**src/rtl/delay_timer_arbiter_if.sv**
```systemverilog
// Request/grant/ack bundle between the clients and the shared delay timer.
// master = requester side, slave = timer side.
interface delay_timer_arbiter_if #(
    parameter int NREQ = 4
);
    logic [NREQ-1:0] req;
    logic [NREQ-1:0] gnt;
    logic [NREQ-1:0] ack;
    logic            busy;
    logic            err;

    modport master (
        output req,
        input  gnt,
        input  ack,
        input  busy,
        input  err
    );

    modport slave (
        input  req,
        output gnt,
        output ack,
        output busy,
        output err
    );
endinterface

```
**src/rtl/delay_timer_arbiter.sv**
```systemverilog
// One N-cycle delay timer shared round-robin among NREQ requesters; the owner
// gets a one-cycle ack once its delay has elapsed.
//
// state | meaning
// IDLE  | no owner; arbitrate among req starting at ptr
// RUN   | timer counting for owner; gnt asserted; abort if owner drops req
// DONE  | delay complete; ack issued next cycle, ptr moves past owner
module delay_timer_arbiter #(
    parameter int NREQ  = 4,
    parameter int N     = 1250,
    parameter int CBITS = 11
) (
    input  logic                  clk,
    input  logic                  rst,
    delay_timer_arbiter_if.slave  bus
);
    localparam int               PBITS    = (NREQ > 1) ? $clog2(NREQ) : 1;
    localparam logic [CBITS-1:0] CNT_LAST = CBITS'(N - 1);
    localparam logic [PBITS-1:0] IDX_LAST = PBITS'(NREQ - 1);
    localparam logic [PBITS:0]   NREQ_W   = (PBITS + 1)'(NREQ);

    typedef enum logic [1:0] {
        IDLE = 2'd0,
        RUN  = 2'd1,
        DONE = 2'd2
    } state_t;

    state_t             state_q, state_d;
    logic [CBITS-1:0]   cnt_q, cnt_d;
    logic [PBITS-1:0]   ptr_q, ptr_d;
    logic [PBITS-1:0]   owner_q, owner_d;
    logic [PBITS-1:0]   owner_nxt;
    logic [NREQ-1:0]    gnt_q, ack_q;
    logic               busy_q, err_q;

    logic               pick_vld;
    logic [PBITS-1:0]   pick_idx;
    logic [PBITS:0]     cand;

    function automatic logic [NREQ-1:0] onehot(input logic [PBITS-1:0] idx);
        return NREQ'(1) << idx;
    endfunction

    // Scan offsets high to low so that offset 0 (ptr itself) ends up winning.
    always_comb begin
        pick_vld = 1'b0;
        pick_idx = '0;
        cand     = '0;
        for (int i = NREQ - 1; i >= 0; i--) begin
            cand = {1'b0, ptr_q} + (PBITS + 1)'(i);
            if (cand >= NREQ_W) begin
                cand = cand - NREQ_W;
            end
            if (bus.req[cand[PBITS-1:0]]) begin
                pick_vld = 1'b1;
                pick_idx = cand[PBITS-1:0];
            end
        end
    end

    assign owner_nxt = (owner_q == IDX_LAST) ? '0 : owner_q + PBITS'(1);

    always_comb begin
        state_d = state_q;
        cnt_d   = cnt_q;
        ptr_d   = ptr_q;
        owner_d = owner_q;
        case (state_q)
            IDLE: begin
                if (pick_vld) begin
                    owner_d = pick_idx;
                    cnt_d   = '0;
                    state_d = RUN;
                end
            end
            RUN: begin
                if (!bus.req[owner_q]) begin
                    ptr_d   = owner_nxt;
                    state_d = IDLE;
                end else if (cnt_q == CNT_LAST) begin
                    state_d = DONE;
                end else begin
                    cnt_d = cnt_q + CBITS'(1);
                end
            end
            DONE: begin
                ptr_d   = owner_nxt;
                cnt_d   = '0;
                state_d = IDLE;
            end
            default: state_d = IDLE;
        endcase
    end

    // Outputs are registered from next-state so gnt/busy line up with RUN/DONE;
    // ack is taken from the DONE cycle itself, landing in the dead IDLE cycle.
    always_ff @(posedge clk) begin
        if (rst) begin
            state_q <= IDLE;
            cnt_q   <= '0;
            ptr_q   <= '0;
            owner_q <= '0;
            gnt_q   <= '0;
            ack_q   <= '0;
            busy_q  <= 1'b0;
            err_q   <= 1'b0;
        end else begin
            state_q <= state_d;
            cnt_q   <= cnt_d;
            ptr_q   <= ptr_d;
            owner_q <= owner_d;
            gnt_q   <= (state_d == RUN) ? onehot(owner_d) : '0;
            ack_q   <= (state_q == DONE) ? onehot(owner_q) : '0;
            busy_q  <= (state_d == RUN) || (state_d == DONE);
            err_q   <= (state_d == RUN) && (cnt_d > CNT_LAST);
        end
    end

    assign bus.gnt  = gnt_q;
    assign bus.ack  = ack_q;
    assign bus.busy = busy_q;
    assign bus.err  = err_q;
endmodule

```
**src/flat_wrapper.sv**
```systemverilog
// flat-port wrapper written by rule: the top's interface ports become plain ports
module delay_timer_arbiter_flat 
#(
    parameter int NREQ  = 4,
    parameter int N     = 1250,
    parameter int CBITS = 11
)
  (clk, rst, bus_req, bus_gnt, bus_ack, bus_busy, bus_err);
  delay_timer_arbiter_if #(.NREQ(NREQ)) bus_i ();
  input  logic clk;
  input  logic rst;
  input wire logic [$bits(bus_i.req)-1:0] bus_req;
  output wire logic [$bits(bus_i.gnt)-1:0] bus_gnt;
  output wire logic [$bits(bus_i.ack)-1:0] bus_ack;
  output wire logic [$bits(bus_i.busy)-1:0] bus_busy;
  output wire logic [$bits(bus_i.err)-1:0] bus_err;
  assign bus_i.req = bus_req;
  assign bus_gnt = bus_i.gnt;
  assign bus_ack = bus_i.ack;
  assign bus_busy = bus_i.busy;
  assign bus_err = bus_i.err;
  delay_timer_arbiter #(.NREQ(NREQ), .N(N), .CBITS(CBITS)) u_core (.clk(clk), .rst(rst), .bus(bus_i));
endmodule
```
**config.mk**
```make
export PLATFORM = sky130hd
export DESIGN_NAME = delay_timer_arbiter_flat
export DESIGN_NICKNAME = d
export VERILOG_FILES = /design/src/rtl/delay_timer_arbiter_if.sv /design/src/rtl/delay_timer_arbiter.sv /design/src/flat_wrapper.sv
export SDC_FILE = /design/constraint.sdc
export NUM_CORES = 1
export LEC_CHECK = 0
export ABC_AREA = 0
export CAP_MARGIN = 20
export CORE_MARGIN = 3
export CORE_UTILIZATION = 37
export CTS_CLUSTER_SIZE = 20
export DETAILED_ROUTE_END_ITERATION = 8
export GPL_ROUTABILITY_DRIVEN = 0
export GPL_TIMING_DRIVEN = 0
export PLACE_DENSITY = 0.63
export SKIP_CTS_REPAIR_TIMING = 1
export SYNTH_ARGS = -nofsm -noshare
export SYNTH_HDL_FRONTEND = slang
export SYNTH_SLANG_ARGS = --single-unit
```
**constraint.sdc**
```tcl
create_clock -name clk -period 4.7 [get_ports clk]
set_clock_uncertainty 0.15 [all_clocks]
set_input_delay 0.47 -clock clk [delete_from_list [all_inputs] [get_ports clk]]
set_output_delay 0.47 -clock clk [all_outputs]
set_load 0.05 [all_outputs]
```
==> results of run 1 <==
-- worst max-delay path by stage --
stage / startpoint / end / slack [ps] / cells after the start
global placement: bus_req[1] / u_core.bus.err / 1680 / 8
CTS: bus_req[1] / u_core.bus.err / 1920 / 8
global route: bus_req[1] / u_core.bus.err / 1820 / 8
detailed placement: bus_req[1] / u_core.bus.err / 1660 / 8
finish: bus_req[1] / u_core.bus.err / 1920 / 8
floorplan: u_core.cnt_q[3] / u_core.bus.err / 2340 / 7
-- critical path, cell delays in order --
cell	delay, ps
clkdlybuf4s50_1	480
or4_1	580
o21ai_1	190
buf_2	240
o21ai_0	120
o41ai_1	100
o2111ai_1	210
a2111oi_2	390
-- layout make-up --
type,instances,share of cell area
Multi-Input combinational cell,131,0.496
Sequential cell,27,0.320
Timing Repair Buffer,15,0.0890
Tap cell,46,0.0341
Clock buffer,3,0.0245
Buffer,8,0.0230
Inverter,4,0.00890
Clock inverter,1,0.00445
-- layer usage --
metal	track usage	vias up
met4	0.0521	0
met5	0	-
met1	0.212	586
met3	0.0230	2
met2	0.245	22
li1	-	658
-- power by group through the flow --
| stage | registers (mW) | clock network [mW] | logic [mW] |
|---|---|---|---|
| finish | 0.242 | 0.133 | 0.0780 |
| global placement | 0.247 | 0 | 0.0765 |
| detailed placement | 0.248 | 0 | 0.0776 |
| floorplan | 0.257 | 0 | 0.0434 |
| global route | 0.244 | 0.145 | 0.0854 |
| CTS | 0.242 | 0.139 | 0.0781 |
-- registers in the layout, summed over array words and instances (netlist names) --
name / flops
u_core.bus.err: 1
u_core.state_q: 2
u_core.bus.busy: 1
u_core.bus.gnt: 4
u_core.bus.ack: 4
u_core.owner_q: 2
u_core.cnt_q: 11
u_core.ptr_q: 2
-- Yosys cell counts (3+ instances only) --
cell / number
clkbuf_1: 6
inv_1: 4
nor2_1: 25
nand2_1: 13
ha_1: 4
or4_1: 3
or3_1: 3
o211ai_1: 3
nor2b_1: 5
o41ai_1: 3
a21oi_1: 12
mux2i_1: 3
nand2b_1: 6
o21ai_0: 7
nand3_1: 5
dfxtp_1: 27
-- stage by stage --
stage / setup WS, ps / std cells / util / area, sq um
after CTS: 1920 / 235 / 0.479 / 1690
final: 1920 / 235 / 0.479 / 1690
after global routing: 1820 / 235 / 0.479 / 1690
after floorplan: 2340 / 170 / - / 1430
after detailed placement: 1660 / 231 / 0.466 / 1640
after global placement: 1680 / 231 / 0.466 / 1640
-- logic make-up (layout without fill, tap and decap cells) --
family / Yosys count / count (layout) / share of synthesized area
AND/OR/NAND/NOR: 78 / 78 / 0.291
AO/OA/AOI/OAI: 44 / 44 / 0.216
flip-flops: 27 / 27 / 0.378
buffers and inverters: 12 / 31 / 0.0376
adder cells (fa/ha/maj): 4 / 4 / 0.0350
multiplexers: 4 / 4 / 0.0367
XOR/XNOR: 1 / 1 / 0.00612
==> flow_summary_export.csv, run 1 <==
group,metric,value,unit
power_and_ir_drop,intPower,327,uW
min_path,min_from,"u_core.owner_q[0]",
power_and_ir_drop,seqPwrFrac,0.535,
timing,period_share,0.591,
clock_tree,clk_pin_slew,90,ps
floorplan,fp.dieArea,0.00465,sq mm
final_layout,fillCellCount,362,
yosys,ys_types,47,
global_routing,grt_pass1_wl,5490,microns
route,post_drt_wl_per_cell,13.6,microns
timing,worst_pin_slew,598,ps
worst_setup_path,r2r_end,"u_core.bus.err",
route,drc,0,
global_routing,antenna_found_initial,0,
timing,rsz0062_at_grt,"no",
clock_tree,insertion_delay,270,ps
timing,hold_viol_final,0,
final_layout,nNetsFinal,200,
route,via_count,1268,
floorplan,core_area,0.00352,sq mm
place,hpwl,2440,microns
power_and_ir_drop,total_power,453,uW
yosys,synth-edff-count,0,
clock_tree,cts_buffers,3,
timing,holdWs,404,ps
worst_setup_path,arrival,2800,ps
floorplan,initial_core_util,0.407,
final_layout,seq_area,541,sq um
yosys,synth_top_area_frac,0.378,
min_path,hold_path_end,"u_core.bus.ack[2]",
route,viasPerCell,5.40,
timing,finalCriticalPeriod,2780,ps
job,maxCapViolations,0,
worst_setup_path,crit_type,"in2reg",
yosys,syn_inst,170,
floorplan,ioPinCount,16,
timing,relSlewSlack,0.596,
power_and_ir_drop,vdd_drop_max,0.141,mV
min_path,hp-class,"reg2reg",
final_layout,layout_commonest_cell,"dfxtp_1",
power_and_ir_drop,clock_power_share,0.293,
route,routed_wl,3190,microns
final_layout,diodes,0,
yosys,synth_area_leader_cell,"dfxtp_1",
power_and_ir_drop,p_leak,0.602,nW
yosys,ys_seq_elements,27,
power_and_ir_drop,netSwitchingPower,126,uW
final_layout,layout_common_cells,"27 x dfxtp_1, 25 x nor2_1, 15 x clkdlybuf4s50_1",
global_routing,grt_start_max_net_pins,17,
worst_setup_path,setup.worst_path.end_class,"register",
route,dr_wl_met3,134,microns
timing,setup_tns,0,ps
floorplan,die_x,68.2,microns
clock_tree,clockBufferDepth,2,
route,ant_nets,0,
route,routed-wl-met2,1450,microns
yosys,syn-cell-area,0.00143,sq mm
final_layout,syn2layout_area_growth,17.9,%
timing,report.final.slew_viol_count,0,
clock_tree,cts_root_buf,"clkbuf_8",
yosys,synth_area_per_cell,8.42,sq um
worst_setup_path,r2r_slack,1980,ps
worst_setup_path,cp-start-kind,"input pin",
yosys,yosysSeqAreaShare,0.378,
status,outcome,"complete, no violations",
final_layout,final_layout_size_suffix_gt1_frac,0.0847,
clock_tree,cts_tree,"yes",
yosys,syn_nets,180,
global_routing,grt_usage,0.154,
route,routed.top_layer,"met4",
power_and_ir_drop,p_sw_frac,0.279,
yosys,yosys_warnings,0,
yosys,async_reset_ff_frac,0,
floorplan,die_y,68.2,microns
yosys,synth_flop_cell,"dfxtp_1",
global_routing,grt.overflow.total,0,
floorplan,rows,21,
yosys,synthTopCellsByArea,"dfxtp_1 38%, nor2_1 6.6%, a21oi_1 4.2%",
final_layout,multi_input_comb_area,837,sq um
worst_setup_path,required,4720,ps
route,wl_met1,1580,microns
timing,setup_viol_count_final,0,
power_and_ir_drop,power_frac_comb,0.172,
route,dr.pass1.iters,4,
worst_setup_path,critPathMaxFanout,10,
worst_setup_path,reg2reg_from,"u_core.cnt_q[3]",
worst_setup_path,rr_worst_depth,7,
min_path,hold_depth,1,
clock_tree,htree_levels,1,
clock_tree,cts_sinks,27,
timing,max_freq,360,MHz
power_and_ir_drop,powerDensity,268,mW/mm^2
place,port_buffers,15,
global_routing,first_global_vias,1199,
route,dr.first_iter.drc_count,37,
No activity file was read; power rests on OpenSTA's default activity.
==> run 2, diff against run 1 <==
- PLACE_DENSITY: 0.63 -> 0.65
- clock period: 4.7 -> 2.5 ns (I/O delays scaled with it)
==> flow_summary_export.csv, run 2 (synthesis results as in run 1) <==
group,metric,value,unit
final_layout,largest_reg_flops,11,
floorplan,ioPinCount,16,
worst_setup_path,critPathMaxFanout,9,
job,maxCapViolations,0,
timing,worst_pin_slew,612,ps
worst_setup_path,cp-start-kind,"register",
final_layout,final_layout_size_suffix_gt1_frac,0.148,
route,viasPerCell,5.75,
power_and_ir_drop,p_leak,0.632,nW
clock_tree,cts_root_buf,"clkbuf_8",
clock_tree,clk_pin_slew,110,ps
global_routing,grt_usage,0.165,
timing,setup_viol_count_final,0,
floorplan,rows,21,
route,via_count,1351,
timing,holdWs,349,ps
clock_tree,clockBufferDepth,2,
final_layout,top_register,"u_core.cnt_q",
floorplan,die_x,68.2,microns
floorplan,core_area,0.00352,sq mm
route,routed_wl,3430,microns
place,port_buffers,15,
route,ant_nets,0,
clock_tree,cts_sinks,27,
route,drc,0,
power_and_ir_drop,powerDensity,501,mW/mm^2
route,dr.first_iter.drc_count,42,
timing,report.final.slew_viol_count,0,
worst_setup_path,critPathMaxStageDelay,590,ps
clock_tree,htree_levels,1,
route,dr_wl_met3,203,microns
route,dr.pass1.iters,4,
global_routing,grt_start_max_net_pins,17,
worst_setup_path,crit_type,"reg2reg",
final_layout,syn2layout_area_growth,22.6,%
worst_setup_path,setup.worst_path.end_class,"register",
timing,relSlewSlack,0.586,
global_routing,grt.overflow.total,0,
timing,hold_viol_final,0,
floorplan,initial_core_util,0.407,
worst_setup_path,slowest_stage,"or4_4",
min_path,hp-class,"reg2reg",
global_routing,first_global_vias,1283,
global_routing,antenna_found_initial,0,
timing,max_freq,409,MHz
place,hpwl,2500,microns
floorplan,fp.dieArea,0.00465,sq mm
route,post_drt_wl_per_cell,14.6,microns
final_layout,diodes,0,
global_routing,grt_pass1_wl,5850,microns
final_layout,nNetsFinal,200,
final_layout,layout_common_cells,"25 x nor2_1, 23 x dfxtp_1, 14 x clkdlybuf4s50_1",
clock_tree,cts_tree,"yes",
route,routed.top_layer,"met4",
place,post-place-ws,-340,ps
final_layout,layout_commonest_cell,"nor2_1",
timing,finalCriticalPeriod,2440,ps
timing,setup_slack,55.6,ps
clock_tree,cts_buffers,3,
floorplan,die_y,68.2,microns
worst_setup_path,required,2500,ps
route,routed-wl-met2,1650,microns
status,outcome,"complete, no violations",
clock_tree,insertion_delay,280,ps
worst_setup_path,crit_chain,"or4_4, o311ai_4, o22ai_1, a211o_1, o2111ai_1, a2111oi_2",
power_and_ir_drop,vdd_drop_max,0.234,mV
route,wl_met1,1500,microns
worst_setup_path,arrival,2440,ps
timing,period_share,0.978,
[run 2: worst paths after layout]
check                                         end              start  cells after the start  slack (ps)
worst max-delay path               u_core.bus.err    u_core.cnt_q[3]                      6          60
worst max register to register     u_core.bus.err    u_core.cnt_q[3]                      6          60
worst min-delay path            u_core.bus.ack[0]  u_core.owner_q[1]                      1         350
worst min register to register  u_core.bus.ack[0]  u_core.owner_q[1]                      1         350
[run 2: power by group]
part           internal, mW  switching (mW)
Combinational        0.0654          0.0949
Clock                 0.113           0.151
Sequential            0.443          0.0119
Total                 0.622           0.257
[run 2: area by class of cell]
cell class | instances | area, sq um
multi-input combinational | 131 | 880
fill | 345 | 1770
tap | 46 | 57.6
sequential | 27 | 548
buffer | 6 | 37.5
clock buffer | 3 | 41.3
clock inverter | 1 | 7.51
timing repair buffer | 17 | 168
inverter | 4 | 15.0
[run 2: worst max-delay path: cells and delay by family, from the launching register on]
| family | cells | cell delay (ps) |
|---|---|---|
| flops | 1 | 380 |
| simple gates | 1 | 590 |
| compound gates | 5 | 1180 |
[run 2: metal layers]
| metal | vias to the layer above | track usage |
|---|---|---|
| met5 | - | 0 |
| met4 | 0 | 0.0744 |
| met3 | 8 | 0.0213 |
| met2 | 52 | 0.259 |
| met1 | 632 | 0.225 |
| li1 | 659 | - |
[run 2: metrics by stage]
step	util	power, mW	instance area, sq um	std cells	TNS, ps
finish	0.498	0.879	1750	235	0
global route	0.498	0.915	1750	235	-7.93
CTS	0.479	0.864	1690	235	-218
detailed placement	0.466	0.612	1640	231	-398
global placement	0.466	0.608	1640	231	-327
floorplan	-	0.565	1430	170	0
==> RTL edit (flow settings as in run 2) <==
`NREQ` is set to 4 in 3 places; all go to 2.
--- a/src/rtl/delay_timer_arbiter_if.sv
+++ b/src/rtl/delay_timer_arbiter_if.sv
@@ -2,5 +2,5 @@
 // master = requester side, slave = timer side.
 interface delay_timer_arbiter_if #(
-    parameter int NREQ = 4
+    parameter int NREQ = 2
 );
     logic [NREQ-1:0] req;
--- a/src/rtl/delay_timer_arbiter.sv
+++ b/src/rtl/delay_timer_arbiter.sv
@@ -7,5 +7,5 @@
 // DONE  | delay complete; ack issued next cycle, ptr moves past owner
 module delay_timer_arbiter #(
-    parameter int NREQ  = 4,
+    parameter int NREQ  = 2,
     parameter int N     = 1250,
     parameter int CBITS = 11
--- a/src/flat_wrapper.sv
+++ b/src/flat_wrapper.sv
@@ -2,5 +2,5 @@
 module delay_timer_arbiter_flat 
 #(
-    parameter int NREQ  = 4,
+    parameter int NREQ  = 2,
     parameter int N     = 1250,
     parameter int CBITS = 11
Interface: changed (resized bus_ack, bus_gnt and bus_req); port bits go from 16 to 10. The function was not compared with the original's and may differ.
==> RTL edit against run 2 <==
  * Via count decreased by 15%
  * Wire length shrank 10%
  * Power fell by 25%
  * Combinational power shrank 24%
  * Synthesized area decreased by 14%
  * Sequential cell count fell by 6
  * Fmax increased by 0.59%
  * Final cell count shrank 13%
  * Utilization fell by 3.8 points
  * Cell area fell by 18%
  * Synthesized cell count decreased by 14%
  * Worst setup slack improved by 0.014 ns
  * Largest power group unchanged
  * Highest routed layer unchanged
==> RTL edit: results (changes against run 2) <==
* Status: completed
* Wirelength per Cell at 15.0 um (+3.2%)
* Hold path startpoint: bus_req[1]
* Leak at 0.497 nW (-21%)
* WS Path Type: reg -> reg
* Highest Signal Layer: met4
* Worst-path clk slew at 0.14 ns (+0.03 ns)
* Sequential fraction of the synthesis area at 34.0% (-3.8 points)
* Largest stage delay, worst path at 0.41 ns (-0.18 ns)
* Biggest register: u_core.cnt_q
* Mean post-synth cell area at 8.48 um^2 (+0.66%)
* Root Buffer: clkbuf_4
* Synth top area cells: dfxtp_1, nor2_1, nand2_1, a21oi_1, ha_1
* Hold Crit Endpoint: u_core.owner_q$_SDFF_PP0_
* Nets@finish at 168 (-16%)
* Hold path cells at 4 (+3)
* Metal-1 WL at 1540 um (+2.1%)
* Max Clk Rate at 412 MHz (+0.59%)
* Placed Area at 0.00136 mm^2 (-17%)
* Routed wire length at 3070 um (-10%)
* Max FFs per register at 11 (unchanged)
* Vias in the first global route at 1100 (-14%)
* Max Fanout on Critical Path at 5 (-4)
* Layout fillers at 309 (-10%)
* Worst Tran Pin Value at 0.534 ns (-0.0787 ns)
* Switching share of total power at 31.3% (+2.1 points)
* Worst reg2reg path depth at 8 (+2)
* Total placed cells including tap cells at 197 (-15%)
* Reg power frac at 53.3% (+1.5 points)
* Area delta synth->final at 16.3%
* Wire length on met2 at 1310 um (-21%)
* Place WS at -0.281 ns (+0.0584 ns)
* Gr usage total at 16.1% (-0.40 points)
* GR met1 Demand/Resource at 22.3% (-0.18 points)
* Overall power at 0.662 mW (-25%)
* Drt pass-1 iters at 4 (unchanged)
* Crit path max-delay cell type: or3b_4
* CP endpoint: u_core.bus.err$_SDFF_PP0_
* Max VDD drop at 314 uV (+34%)
* R2r startpoint: u_core.cnt_q[1]$_SDFF_PP0_
* Global-route track usage on met3 at 5.45% (+3.3 points)
* IO Port Bufs at 7 (-8)
* Syn nets at 153 (-15%)
* Share of post-route cells with drive strength above 1 at 21.9% (+7.1 points)
* First-pass GRT wire length at 5220 um (-11%)
* Hold slack at 0.194 ns (-0.156 ns)
* Pin count of the biggest net entering global routing at 14 (-3)
* Most frequent cells after synthesis: dfxtp_1, nor2_1, nand2_1
* Metal3 WL at 170 um (-16%)
* Worst hold path class: in -> reg
* Vias per inst at 5.60 (-2.5%)
* Post-DP HPWL at 2190 um (-13%)
* Combinational power share at 18.2% (about the same)
* Clock Latency Late Sink at 0.33 ns (+0.05 ns)
* Worst path top cell family by delay: compound AO/OA/AOI/OAI gates
* CP arrival at 2.51 ns (+0.07 ns)
* Detailed Route Iter0 Violations at 143 (+240%)
* Global-route met2 utilization at 23.7% (-2.1 points)
* Synth cell types at 53 (+13%)
RTL edit: cell count changes in the layout (fill, tap and decap cells not counted), moves of 3 or more:
| cell | delta |
|---|---|
| clkdlybuf4s50_1 | -7 |
| nor2_1 | -7 |
| or4_4 | -3 |
| or3_1 | -3 |
| nand2b_1 | -5 |
| clkbuf_4 | +3 |
| o21ai_0 | -5 |
| dfxtp_1 | -4 |
| nor3_1 | +5 |
| a21oi_1 | -3 |
RTL edit: layout make-up:
cell class,instances,area share (%)
tap,44,3.83
multi-input combinational,112,52.4
clock inverter,1,0.522
buffer,8,4.52
clock buffer,3,1.57
timing repair buffer,10,6.43
inverter,5,1.30
sequential,21,29.4
RTL edit: kinds of logic (layout without fill, tap and decap cells):
family	Yosys count	count (layout)	synth area share (%)
flip-flops	21	21	34.0
multiplexers	3	3	2.83
AND/OR/NAND/NOR	71	71	31.3
AO/OA/AOI/OAI	35	35	22.1
buffers and inverters	13	27	6.67
adder cells (fa/ha/maj)	3	3	3.03
